==> src/rtl/i2c_pkg.sv <==
// i2c_pkg: shared FSM state encoding, SCL quarter indices and R/W bit value.
package i2c_pkg;
    typedef enum logic [2:0] {
        IDLE  = 3'd0,
        START = 3'd1,
        ADDR  = 3'd2,
        ACK1  = 3'd3,
        DATA  = 3'd4,
        ACK2  = 3'd5,
        STOP  = 3'd6
    } state_e;
    localparam logic [1:0] Q0 = 2'd0;
    localparam logic [1:0] Q1 = 2'd1;
    localparam logic [1:0] Q2 = 2'd2;
    localparam logic [1:0] Q3 = 2'd3;
    localparam logic RW_WRITE = 1'b0;
endpackage

==> src/rtl/i2c_qtick_gen.sv <==
// i2c_qtick_gen: CLK_DIV divider producing one-cycle quarter-period ticks while enabled.
// Ports: clk_i, reset_i (sync, active high), en_i (count enable, counter held at 0 otherwise),
//        qtick_o (high on the last clock of each SCL quarter).
module i2c_qtick_gen #(
    parameter int CLK_DIV = 4
) (
    input  logic clk_i,
    input  logic reset_i,
    input  logic en_i,
    output logic qtick_o
);
    localparam int W = $clog2(CLK_DIV);
    logic [W-1:0] cnt_q, cnt_d;
    assign qtick_o = en_i && (cnt_q == W'(CLK_DIV - 1));
    assign cnt_d   = (!en_i || qtick_o) ? '0 : cnt_q + W'(1);
    always_ff @(posedge clk_i) begin
        if (reset_i) cnt_q <= '0;
        else         cnt_q <= cnt_d;
    end
endmodule

==> src/rtl/i2c_write_sequencer.sv <==
// i2c_write_sequencer: I2C master that writes one {addr, data} byte pair per accepted command.
// Ports: clk_i, reset_i (sync, active high); host side cmd_valid_i/cmd_ready_o handshake with
//        cmd_addr_i (7b) and cmd_data_i (8b), status busy_o, done_o (1-cycle), nack_o (valid with done);
//        bus side scl_o, sda_out_o, sda_oe_o (pad drives sda_out when oe, else released), sda_in_i.
module i2c_write_sequencer
    import i2c_pkg::*;
#(
    parameter int CLK_DIV = 4
) (
    input  logic       clk_i,
    input  logic       reset_i,
    input  logic       cmd_valid_i,
    output logic       cmd_ready_o,
    input  logic [6:0] cmd_addr_i,
    input  logic [7:0] cmd_data_i,
    output logic       busy_o,
    output logic       done_o,
    output logic       nack_o,
    output logic       scl_o,
    output logic       sda_out_o,
    output logic       sda_oe_o,
    input  logic       sda_in_i
);
    state_e     state_q, state_d;
    logic [1:0] qtr_q, qtr_d;
    logic [2:0] bit_q, bit_d;
    logic [7:0] shift_q, shift_d, data_q, data_d;
    logic       flag_q, flag_d, nack_q, nack_d, done_q, done_d;
    logic       scl_q, scl_d, sda_q, sda_d, oe_q, oe_d;
    logic       qtick;

    i2c_qtick_gen #(.CLK_DIV(CLK_DIV)) u_qtick (
        .clk_i   (clk_i),
        .reset_i (reset_i),
        .en_i    (busy_o),
        .qtick_o (qtick)
    );

    assign cmd_ready_o = state_q == IDLE;
    assign busy_o      = state_q != IDLE;
    assign done_o      = done_q;
    assign nack_o      = nack_q;
    assign scl_o       = scl_q;
    assign sda_out_o   = sda_q;
    assign sda_oe_o    = oe_q;

    always_comb begin
        state_d = state_q;
        qtr_d   = qtr_q;
        bit_d   = bit_q;
        shift_d = shift_q;
        data_d  = data_q;
        flag_d  = flag_q;
        nack_d  = nack_q;
        done_d  = 1'b0;
        if (state_q == IDLE && cmd_valid_i) begin
            state_d = START;
            qtr_d   = Q0;
            bit_d   = 3'd7;
            shift_d = {cmd_addr_i, RW_WRITE};
            data_d  = cmd_data_i;
            flag_d  = 1'b0;
            nack_d  = 1'b0;
        end else if (qtick) begin
            qtr_d = qtr_q + 2'd1;
            case (state_q)
                START: if (qtr_q == Q1) begin
                    state_d = ADDR;
                    qtr_d   = Q0;
                end
                ADDR, DATA: if (qtr_q == Q3) begin
                    if (bit_q == 3'd0) state_d = (state_q == ADDR) ? ACK1 : ACK2;
                    bit_d   = bit_q - 3'd1;
                    shift_d = {shift_q[6:0], 1'b0};
                end
                ACK1, ACK2: begin
                    if (qtr_q == Q2) flag_d = flag_q | sda_in_i;
                    // An address NACK skips the data phase entirely.
                    if (qtr_q == Q3) begin
                        state_d = (state_q == ACK2 || flag_q) ? STOP : DATA;
                        bit_d   = 3'd7;
                        shift_d = data_q;
                    end
                end
                STOP: if (qtr_q == Q3) begin
                    state_d = IDLE;
                    nack_d  = flag_q;
                    done_d  = 1'b1;
                end
                default: state_d = IDLE;
            endcase
        end
    end

    // Bus pins are registered from the next state so they move together with the FSM.
    always_comb begin
        scl_d = 1'b1;
        sda_d = 1'b1;
        oe_d  = 1'b1;
        case (state_d)
            START:      sda_d = 1'b0;
            ADDR, DATA: begin
                scl_d = qtr_d[1];
                sda_d = shift_d[7];
            end
            ACK1, ACK2: begin
                scl_d = qtr_d[1];
                oe_d  = 1'b0;
            end
            STOP: begin
                scl_d = qtr_d != Q0;
                sda_d = qtr_d[1];
            end
            default: ;
        endcase
    end

    always_ff @(posedge clk_i) begin
        if (reset_i) begin
            state_q <= IDLE;
            qtr_q   <= Q0;
            bit_q   <= 3'd0;
            shift_q <= 8'd0;
            data_q  <= 8'd0;
            flag_q  <= 1'b0;
            nack_q  <= 1'b0;
            done_q  <= 1'b0;
            scl_q   <= 1'b1;
            sda_q   <= 1'b1;
            oe_q    <= 1'b1;
        end else begin
            state_q <= state_d;
            qtr_q   <= qtr_d;
            bit_q   <= bit_d;
            shift_q <= shift_d;
            data_q  <= data_d;
            flag_q  <= flag_d;
            nack_q  <= nack_d;
            done_q  <= done_d;
            scl_q   <= scl_d;
            sda_q   <= sda_d;
            oe_q    <= oe_d;
        end
    end
endmodule
==> config.mk <==
export PLATFORM = sky130hd
export DESIGN_NAME = i2c_write_sequencer
export DESIGN_NICKNAME = d
export VERILOG_FILES = /design/src/rtl/i2c_pkg.sv /design/src/rtl/i2c_qtick_gen.sv /design/src/rtl/i2c_write_sequencer.sv
export SDC_FILE = /design/constraint.sdc
export NUM_CORES = 1
export LEC_CHECK = 0
export ABC_CLOCK_PERIOD_IN_PS = 2500
export BUFFER_PORTS_ARGS = -buffer_cell sky130_fd_sc_hd__clkbuf_2
export CAP_MARGIN = 0
export CORE_ASPECT_RATIO = 1.1
export CORE_UTILIZATION = 58
export CTS_BUF_LIST = sky130_fd_sc_hd__clkbuf_2
export CTS_CLUSTER_DIAMETER = 100
export CTS_CLUSTER_SIZE = 24
export DETAILED_ROUTE_END_ITERATION = 7
export GPL_ROUTABILITY_DRIVEN = 0
export PLACE_DENSITY = 0.82
export SETUP_SLACK_MARGIN = 0.1
export SLEW_MARGIN = 20
export SYNTH_ARGS = -nofsm -noshare
export SYNTH_HDL_FRONTEND = slang
export SYNTH_SLANG_ARGS = --single-unit
==> constraint.sdc <==
create_clock -name clk_i -period 2.5 [get_ports clk_i]
set_clock_uncertainty 0.2 [all_clocks]
set_input_delay 0.25 -clock clk_i [delete_from_list [all_inputs] [get_ports clk_i]]
set_output_delay 0.25 -clock clk_i [all_outputs]
set_load 0.02 [all_outputs]
# == Yosys cells after proc, flatten, opt, wreduce, memory -nomap -nowiden ==
# Cells that the tools add are included.
# totals
ff_bits,32
latch_bits,0
mem_bits_rw,0
mem_bits_ro,0
inputBits,19
output_inout_bits,7
wordCells,92
n_memories,0
# op_classes
addsub,3
n_mul,0
div_mod_pow,0
magnitude_cmp,0
eq_ne,20
shifts,0
muxes,28
bitwise_logic,3
n_reduce_logical,24
# op_table
operator,n
3-bit two-way mux,12
8-bit two-way mux,4
"3-bit equality test, second input constant",6
8-bit one-hot mux with 2 select lines,1
"3-bit by 2-bit equality test with 1-bit output, second input constant",4
3-bit one-hot mux with 4 select lines,1
2-bit OR reduction,6
2-bit two-way mux,5
4-bit AND reduction,2
4-bit OR reduction,2
"2-bit equality test, second input constant",3
"3-bit by 1-bit equality test with 1-bit output, second input constant",2
3-bit logical NOT,2
"3-bit != test, second input constant",2
3-bit one-hot mux with 2 select lines,1
3-bit AND reduction,2
2-bit nonzero test,3
3-bit nonzero test,2
"2-bit by 1-bit adder with 2-bit output, second input constant",2
"2-bit != test, second input constant",2
1-bit one-hot mux with 3 select lines,1
"3-bit by 1-bit subtractor with 3-bit output, second input constant",1
"2-bit by 1-bit equality test with 1-bit output, second input constant",1
1-bit logical AND,2
other kinds (6),9

# == Longest topological paths before layout ==
# Gate-level depths: netlist of the first run.
# logic_depth
word_depth,10
ltp_mapped,8
ltp_nobuf,8

# == Cells and area by module ==
# A second synthesis of the first run with hierarchy kept.
# hier_totals
cells_unflattened,185
hier_area_um2,1566.5
# by_module_without_submodules
module,n_inst,cells_each,area_each_um2,seq_area_each_um2
i2c_write_sequencer,1,179,1480.2,600.6
i2c_qtick_gen,1,6,86.3,40.0

# == Worst setup path before layout of the first run ==
# No wires, ideal clock.
# synth_timing
path_kind,reg2reg
startpoint,register state_q[1]
endpoint,register oe_q (netlist: sda_oe_o)
setup_time_ns,0.127
arrival_time_ns,1.586
required_ns,2.173
path_slack_ns,0.587
path_stages_with_launch,7
n_path_buf,1
period_less_slack_ns,1.913
cell_sequence,dfxtp_1 > buf_6 > or3_4 > clkinv_2 > nand2_2 > o221a_2 > or3_1
# synth_between
elab_cells_between_ends,27
cone_classes,eq/ne: 8; mux: 11; reduce/logical: 8
# synth_lines
item,line,source
start: declaration,i2c_write_sequencer.sv:24,"state_e state_q, state_d;"
start signal: assignment,i2c_write_sequencer.sv:132,state_q <= state_d;
3-bit nonzero test *,i2c_write_sequencer.sv:40,assign busy_o = state_q != IDLE;
net busy_o,i2c_write_sequencer.sv:16,"output logic busy_o,"
1-bit logical AND *,i2c_qtick_gen.sv:14,assign qtick_o = en_i && (cnt_q == W'(CLK_DIV - 1));
3-bit two-way mux *,i2c_write_sequencer.sv:64,end else if (qtick) begin
3-bit two-way mux *,i2c_write_sequencer.sv:56,if (state_q == IDLE && cmd_valid_i) begin
3-bit by 2-bit equality test with 1-bit output or 3-bit equality test (tied branches),i2c_write_sequencer.sv:100,case (state_d)
2-bit OR reduction *,--,
1-bit two-way mux *,i2c_write_sequencer.sv:100,
end signal: assignment,i2c_write_sequencer.sv:130,oe_q <= 1'b1;
end signal: assignment,i2c_write_sequencer.sv:142,oe_q <= oe_d;
end: declaration,i2c_write_sequencer.sv:29,"logic scl_q, scl_d, sda_q, sda_d, oe_q, oe_d;"
# The timed path passes the listed nets; every way through them passes the cells marked *.
# A chain may end at the register's enable or synchronous reset.

# == Final worst setup path of the first run ==
# layout_timing
startpoint,register state_q[1]
endpoint,register shift_q[3]
# layout_between
elab_chain_cells,5
elab_cells_between_ends,18
cone_classes,eq/ne: 6; mux: 3; reduce/logical: 9
# layout_lines
item,line,source
3-bit equality test or 3-bit by 2-bit equality test with 1-bit output (tied branches),i2c_write_sequencer.sv:66,case (state_q)
2-bit OR reduction,i2c_write_sequencer.sv:66,
8-bit one-hot mux with 2 select lines,i2c_write_sequencer.sv:66,
8-bit two-way mux,i2c_write_sequencer.sv:64,
8-bit two-way mux,i2c_write_sequencer.sv:56,
end signal: assignment,i2c_write_sequencer.sv:135,shift_q <= shift_d;
end: declaration,i2c_write_sequencer.sv:27,"logic [7:0] shift_q, shift_d, data_q, data_d;"
# Several ways; a longest one is shown, not always the timed one. The select of a mux whose other input is x is not followed.

==> results by group, run 1 <==
GRT
  • First-pass GRT wire length: 6260 um
  • Tot GR Track Use: 0.293
  • Largest net degree at the start of global routing: 33
  • Total grt overflow: 0
  • Vias in the first global route: 1434
  • Initial antenna violation count: 0

CTS
  • Clk root buf: clkbuf_2
  • CTS Buf Count: 5
  • Largest buffer count on any clock path: 2
  • Clock transition at path regs: 0.16 ns
  • CTS tree: done
  • Clock sinks: 32
  • Clock latency on the worst-skew pair: 0.38 ns
  • CTS H-tree lvls: 2

STA
  • Fin crit share: 0.890
  • Pins Over Slew Limit: 0
  • Final hold violation count: 0
  • Crit path time final: 2.23 ns
  • RSZ-0062 raised after global routing: no
  • Setup-failing EPs final: 0
  • Slew headroom: 0.573
  • Worst-Margin Slew: 0.641 ns
  • Achievable Freq: 449 MHz
  • Setup TNS Final: 0 ns

Placement
  • Hpwl dp: 2360 um
  • Dpl cells: 232
  • I/O Buffers: 25

Yosys
  • Ys flop type: dfxtp_1
  • Syn nets: 209
  • Ys Warns: 0
  • Mean Syn Cell Area: 8.45 um2
  • Yosys reg bits: 32
  • Cell Area, Synth: 0.00158 mm2
  • Post-Syn Instances: 187
  • Number of synthesized flops with an enable pin: 0
  • Post-synth cell types: 46
  • FFs w/ async S/R, synth: 0
  • Sequential area share after synthesis: 0.405

Drt
  • Vias/cell: 5.98
  • WL per Instance: 14.9 um
  • Total Routed Length: 3770 um
  • DR vias: 1520
  • Drt drc: 0
  • Antenna-violating nets left: 0
  • Initial DRC count: 61
  • DRT Pass-1 Iters: 4

Cells and area
  • Reg area: 641 um2
  • Fillers: 174
  • Final cell count without fillers: 254
  • Number of diodes: 0
  • Layout cell share with drive strength beyond 1: 0.202
  • Multi-input logic area: 842 um2
  • Final core occ: 0.733
  • Area Overhead vs Synth: 18.0%
  • Nets: 244

Power
  • PwrDens: 508 mW/mm2
  • P_leak: 0.748 nW
  • Max IR drop VDD: 0.000557 V

Critical path
  • Crit Path Category: reg2reg
  • CP Data Required Time: 2.57 ns
  • Arrival @ worst endpoint: 2.29 ns
  • Startpoint class of the critical path: register
  • Worst R2R Path Depth: 5
  • Crit path max fanout: 11
  • CP endpoint kind: register

Min path
  • Worst Hold Class: in2reg
  • Min-Delay Path Depth: 3

Die
  • Starting Density: 0.621
  • Die Width: 51.8 um
  • I/O Pins: 26
  • Row Count: 19
  • Die ar.: 0.00294 mm2
  • Die Height: 56.7 um
  • Core footprint: 0.00254 mm2

Status
  • Status: completed

Flow run
  • Max Cap Viol: 0
==> routing by layer <==
metal	GRT usage	share of wire	wire [um]
met5	0	0	0
met1	0.334	0.42	1600
met2	0.482	0.49	1870
met4	0.151	0.029	108
met3	0.0894	0.052	197
==> final timing paths <==
path | to | slack (ns) | startpoint
max | shift_q[3] | 0.27 | state_q[1]
min reg2reg | u_qtick.cnt_q[0] | 0.26 | u_qtick.cnt_q[0]
max reg2reg | shift_q[3] | 0.27 | state_q[1]
min | shift_q[7] | 0.02 | cmd_addr_i[6]
==> synth_stat cells (all sizes together) (2+ instances only) <==
cell type	count	area, um2
a21oi	15	75.1
nand4	3	25.0
and2	2	15.0
nand2	27	104
clkbuf	4	15.0
xor2	3	26.3
dfxtp	32	641
inv	3	11.3
mux2i	8	80.1
nor3	8	40.0
or3	2	17.5
a221oi	6	52.6
o21ai	8	40.0
nor2b	2	12.5
nor2	20	75.1
ha	3	37.5
buf	10	73.8
and4	3	26.3
nand3	7	35.0
nor4	2	12.5
==> what timing repair did <==
item | CTS | global route
hold buffers | 14 | 0
endpoints found under the setup margin | 0 | 3
hold endpoints to repair | 14 | 0
gates resized for setup | 0 | 1
buffers inserted | 0 | 0
==> worst max-delay path: stages (launching register included) <==
cell	delay (ns)
dfxtp_1	0.60
xor2_2	0.33
and4_1	0.41
nor2_1	0.17
a221oi_1	0.32
nor2_1	0.08
==> cells in the final DEF, fill, tap and decap left out, types with 2 or more instances in the layout <==
cell type	count
mux2i_1	8
clkbuf_2	32
a21oi_1	15
dlygate4sd3_1	14
nor2b_1	2
o21ai_0	7
nand3_1	7
dfxtp_1	32
xor2_1	2
and4_1	3
nor2_1	20
nand2_1	26
buf_4	3
nor3_1	8
inv_1	3
a221oi_1	6
nand4_1	2
ha_1	3
nor4_1	2
==> sequential cells by signal (all words and copies together) (netlist names) <==
signal	cells
nack_o	1
state_q	3
u_qtick.cnt_q	2
bit_q	3
scl_o	1
sda_oe_o	1
qtr_q	2
sda_out_o	1
shift_q	8
data_q	8
flag_q	1
done_o	1
==> kinds of logic (layout without fill, tap and decap cells) <==
family | Yosys count | after routing | synth area share
multiplexers | 9 | 9 | 0.0578
buffers and inverters | 18 | 54 | 0.0665
AND/OR/NAND/NOR | 81 | 81 | 0.253
adder cells (fa/ha/maj) | 3 | 3 | 0.0238
flip-flops | 32 | 32 | 0.405
XOR/XNOR | 4 | 4 | 0.0222
AO/OA/AOI/OAI | 40 | 40 | 0.171
==> final cells by class <==
| cell class | instances | share of cell area |
|---|---|---|
| multi-input cells | 137 | 0.452 |
| repair buffers | 42 | 0.154 |
| clock inverters | 1 | 0.00201 |
| well taps | 31 | 0.0208 |
| clock buffers | 7 | 0.0188 |
| inverters | 4 | 0.00872 |
| flip-flops and latches | 32 | 0.344 |
==> through the flow <==
step	worst slack (ns)	instance area, um2	total power [mW]	hold WS, ns
finish	0.274	1860	0.947	0.0227
global route	0.108	1860	0.979	0.0375
CTS	0.207	1860	0.939	0.0364
detailed placement	0.249	1680	0.682	0.251
global placement	0.337	1680	0.675	0.213
floorplan	0.587	1580	0.647	0.154
==> power by group <==
part | internal [mW] | total [mW] | switching [mW] | leakage [nW]
clock network | 0.0748 | 0.255 | 0.180 | 0.0306
logic | 0.0663 | 0.146 | 0.0793 | 0.455
registers | 0.534 | 0.547 | 0.0132 | 0.262
total | 0.675 | 0.947 | 0.273 | 0.748
(Power assumes the default switching activity.)
==> run 2, diff against run 1 <==
--- a/config.mk
+++ b/config.mk
@@ -9,13 +9,14 @@
 export BUFFER_PORTS_ARGS = -buffer_cell sky130_fd_sc_hd__clkbuf_2
 export CAP_MARGIN = 0
 export CORE_ASPECT_RATIO = 1.1
+export CORE_MARGIN = 2
 export CORE_UTILIZATION = 58
 export CTS_BUF_LIST = sky130_fd_sc_hd__clkbuf_2
 export CTS_CLUSTER_DIAMETER = 100
 export CTS_CLUSTER_SIZE = 24
 export DETAILED_ROUTE_END_ITERATION = 7
 export GPL_ROUTABILITY_DRIVEN = 0
-export PLACE_DENSITY = 0.82
+export PLACE_DENSITY = 0.86
 export SETUP_SLACK_MARGIN = 0.1
 export SLEW_MARGIN = 20
 export SYNTH_ARGS = -nofsm -noshare
==> run 2 against run 1 <==
Cell count is 0.39% lower. Critical endpoint unchanged. Die area is 7.5% higher. First-iteration DRC count is 9.8% lower. Via count is 0.20% lower.
==> results by group, run 2 (synthesized netlist as in run 1, its figures left out) <==
Drt
  • Initial DRC count: 55 (-9.8%)
  • Total Routed Length: 3970 um (+5.3%)
  • Vias/cell: 6.00 (+0.20%)
  • Antenna-violating nets left: 0 (unchanged)
  • DR vias: 1517 (-0.20%)
  • WL per Instance: 15.7 um (+5.7%)
  • Drt drc: 0 (unchanged)
  • DRT Pass-1 Iters: 6 (+2)

Die
  • Die Width: 53.8 um (+3.9%)
  • Die Height: 58.7 um (+3.5%)
  • Die ar.: 0.00316 mm2 (+7.5%)
  • Starting Density: 0.621 (unchanged)
  • I/O Pins: 26 (unchanged)
  • Core footprint: 0.00254 mm2 (unchanged)
  • Row Count: 19 (unchanged)

STA
  • Achievable Freq: 444 MHz (-1.1%)
  • RSZ-0062 raised after global routing: no
  • Pins Over Slew Limit: 0 (unchanged)
  • Worst-Margin Slew: 0.600 ns (-0.0407 ns)
  • Slew headroom: 0.600 (+0.0271)
  • Setup TNS Final: 0 ns (unchanged)
  • Setup-failing EPs final: 0 (unchanged)
  • Fin crit share: 0.901 (+0.0104)
  • Hold WS: 0.0342 ns (+0.0115 ns)
  • Crit path time final: 2.25 ns (+0.0259 ns)
  • Final hold violation count: 0 (unchanged)

GRT
  • First-pass GRT wire length: 6620 um (+5.7%)
  • Initial antenna violation count: 0 (unchanged)
  • Tot GR Track Use: 0.290 (-0.00364)
  • Largest net degree at the start of global routing: 33 (unchanged)
  • Total grt overflow: 0 (unchanged)
  • Vias in the first global route: 1479 (+3.1%)

Power
  • Max IR drop VDD: 0.000598 V (+7.3%)
  • P_leak: 0.742 nW (-0.73%)
  • PwrDens: 504 mW/mm2 (-0.71%)
  • Power, Total: 0.937 mW (-1.0%)

Critical path
  • CP endpoint kind: register
  • Reg-to-Reg Start: state_q[1]
  • R2R setup slack: 0.25 ns (-0.03 ns)
  • Crit Path Category: reg2reg
  • Arrival @ worst endpoint: 2.33 ns (+0.04 ns)
  • CP Data Required Time: 2.58 ns (about the same)
  • Startpoint class of the critical path: register
  • R2R Path End: shift_q[3]
  • Worst R2R Path Depth: 6 (+1)
  • Crit path max fanout: 22 (+11)
  • Crit path launch: state_q[1]

CTS
  • CTS H-tree lvls: 2 (unchanged)
  • Clock transition at path regs: 0.17 ns (about the same)
  • Clock latency on the worst-skew pair: 0.39 ns (about the same)
  • Clk root buf: clkbuf_2
  • Post-CTS setup buffer count: 0 (unchanged)
  • Clock sinks: 32 (unchanged)
  • CTS tree: done
  • CTS Buf Count: 5 (unchanged)
  • Largest buffer count on any clock path: 2 (unchanged)

Cells and area
  • Most common cell after layout, fill and taps aside: dfxtp_1
  • Area Overhead vs Synth: 17.6%
  • Layout cell share with drive strength beyond 1: 0.203 (+0.000909)
  • Multi-input logic area: 842 um2 (unchanged)
  • Nets: 243 (-0.41%)
  • Fillers: 191 (+9.8%)
  • Reg area: 642 um2 (+0.20%)
  • Final cell count without fillers: 253 (-0.39%)
  • Number of diodes: 0 (unchanged)
  • Top flop regs: data_q (8), shift_q (8)
  • Most frequent cells in the layout: dfxtp_1 (31), clkbuf_2 (30), nand2_1 (26), nor2_1 (20), a21oi_1 (15)

Min path
  • Worst Hold End: flag_q
  • Hold path start: sda_in_i
  • Worst Hold Class: in2reg
  • Min-Delay Path Depth: 5 (+2)

Flow run
  • Max Cap Viol: 0 (unchanged)

Placement
  • Dpl cells: 231 (-0.43%)
  • I/O Buffers: 25 (unchanged)
  • Hpwl dp: 2430 um (+2.6%)

Status
  • Status: completed
[run 2: cell count changes in the layout (fill, tap and decap cells not counted)]
cell	change
clkinv_2	+2
clkbuf_2	-2
dfxtp_1	-1
dfxtp_2	+1
buf_4	-1
[run 2: worst max-delay path by stage]
stage	endpoint	slack (ns)	depth (start not counted)
after global routing	sda_out_o	0.12	7
after detailed placement	shift_q[3]	0.21	5
final	shift_q[3]	0.25	6
after global placement	shift_q[2]	0.41	5
after floorplan	sda_oe_o	0.59	6
after CTS	shift_q[3]	0.20	5
[run 2: power breakdown]
| part | internal [mW] | leakage, nW | switching (mW) |
|---|---|---|---|
| clock | 0.0624 | 0.0302 | 0.180 |
| combinational | 0.0663 | 0.450 | 0.0822 |
| sequential | 0.533 | 0.262 | 0.0129 |
| total | 0.662 | 0.742 | 0.275 |
[run 2: stage by stage]
step           instance area (um2)  setup WS, ns   util
3_5_place_dp                  1670         0.213  0.657
5_1_grt                       1860         0.119  0.730
2_1_floorplan                 1580         0.587      -
4_1_cts                       1850         0.198  0.727
6_report                      1860         0.248  0.730
3_3_place_gp                  1670         0.409  0.657
[run 2: critical path, cell delays in order, from the launching register on]
cell	delay (ns)
dfxtp_1	0.46
or3_4	0.47
clkinv_2	0.10
and2_4	0.30
nor2_1	0.18
a221oi_1	0.36
nor2_1	0.08
[run 2: area by class of cell]
type,count,share of cell area
inverter,4,0.00875
tap,31,0.0209
multi-input combinational,137,0.453
sequential,32,0.345
clock inverter,3,0.00741
timing repair buffer,41,0.151
clock buffer,5,0.0135
[run 2: routing by layer]
metal / share of wire / track usage / up-vias
li1: - / - / 727
met1: 0.38 / 0.322 / 700
met2: 0.51 / 0.498 / 73
met3: 0.068 / 0.0838 / 17
met4: 0.040 / 0.132 / 0
met5: 0 / 0 / -
[run 2: repair_timing]
item | CTS | global route
setup endpoints to repair | 0 | 3
hold endpoints to repair | 14 | 0
gates resized for setup | 0 | 2
hold buffers | 14 | 0
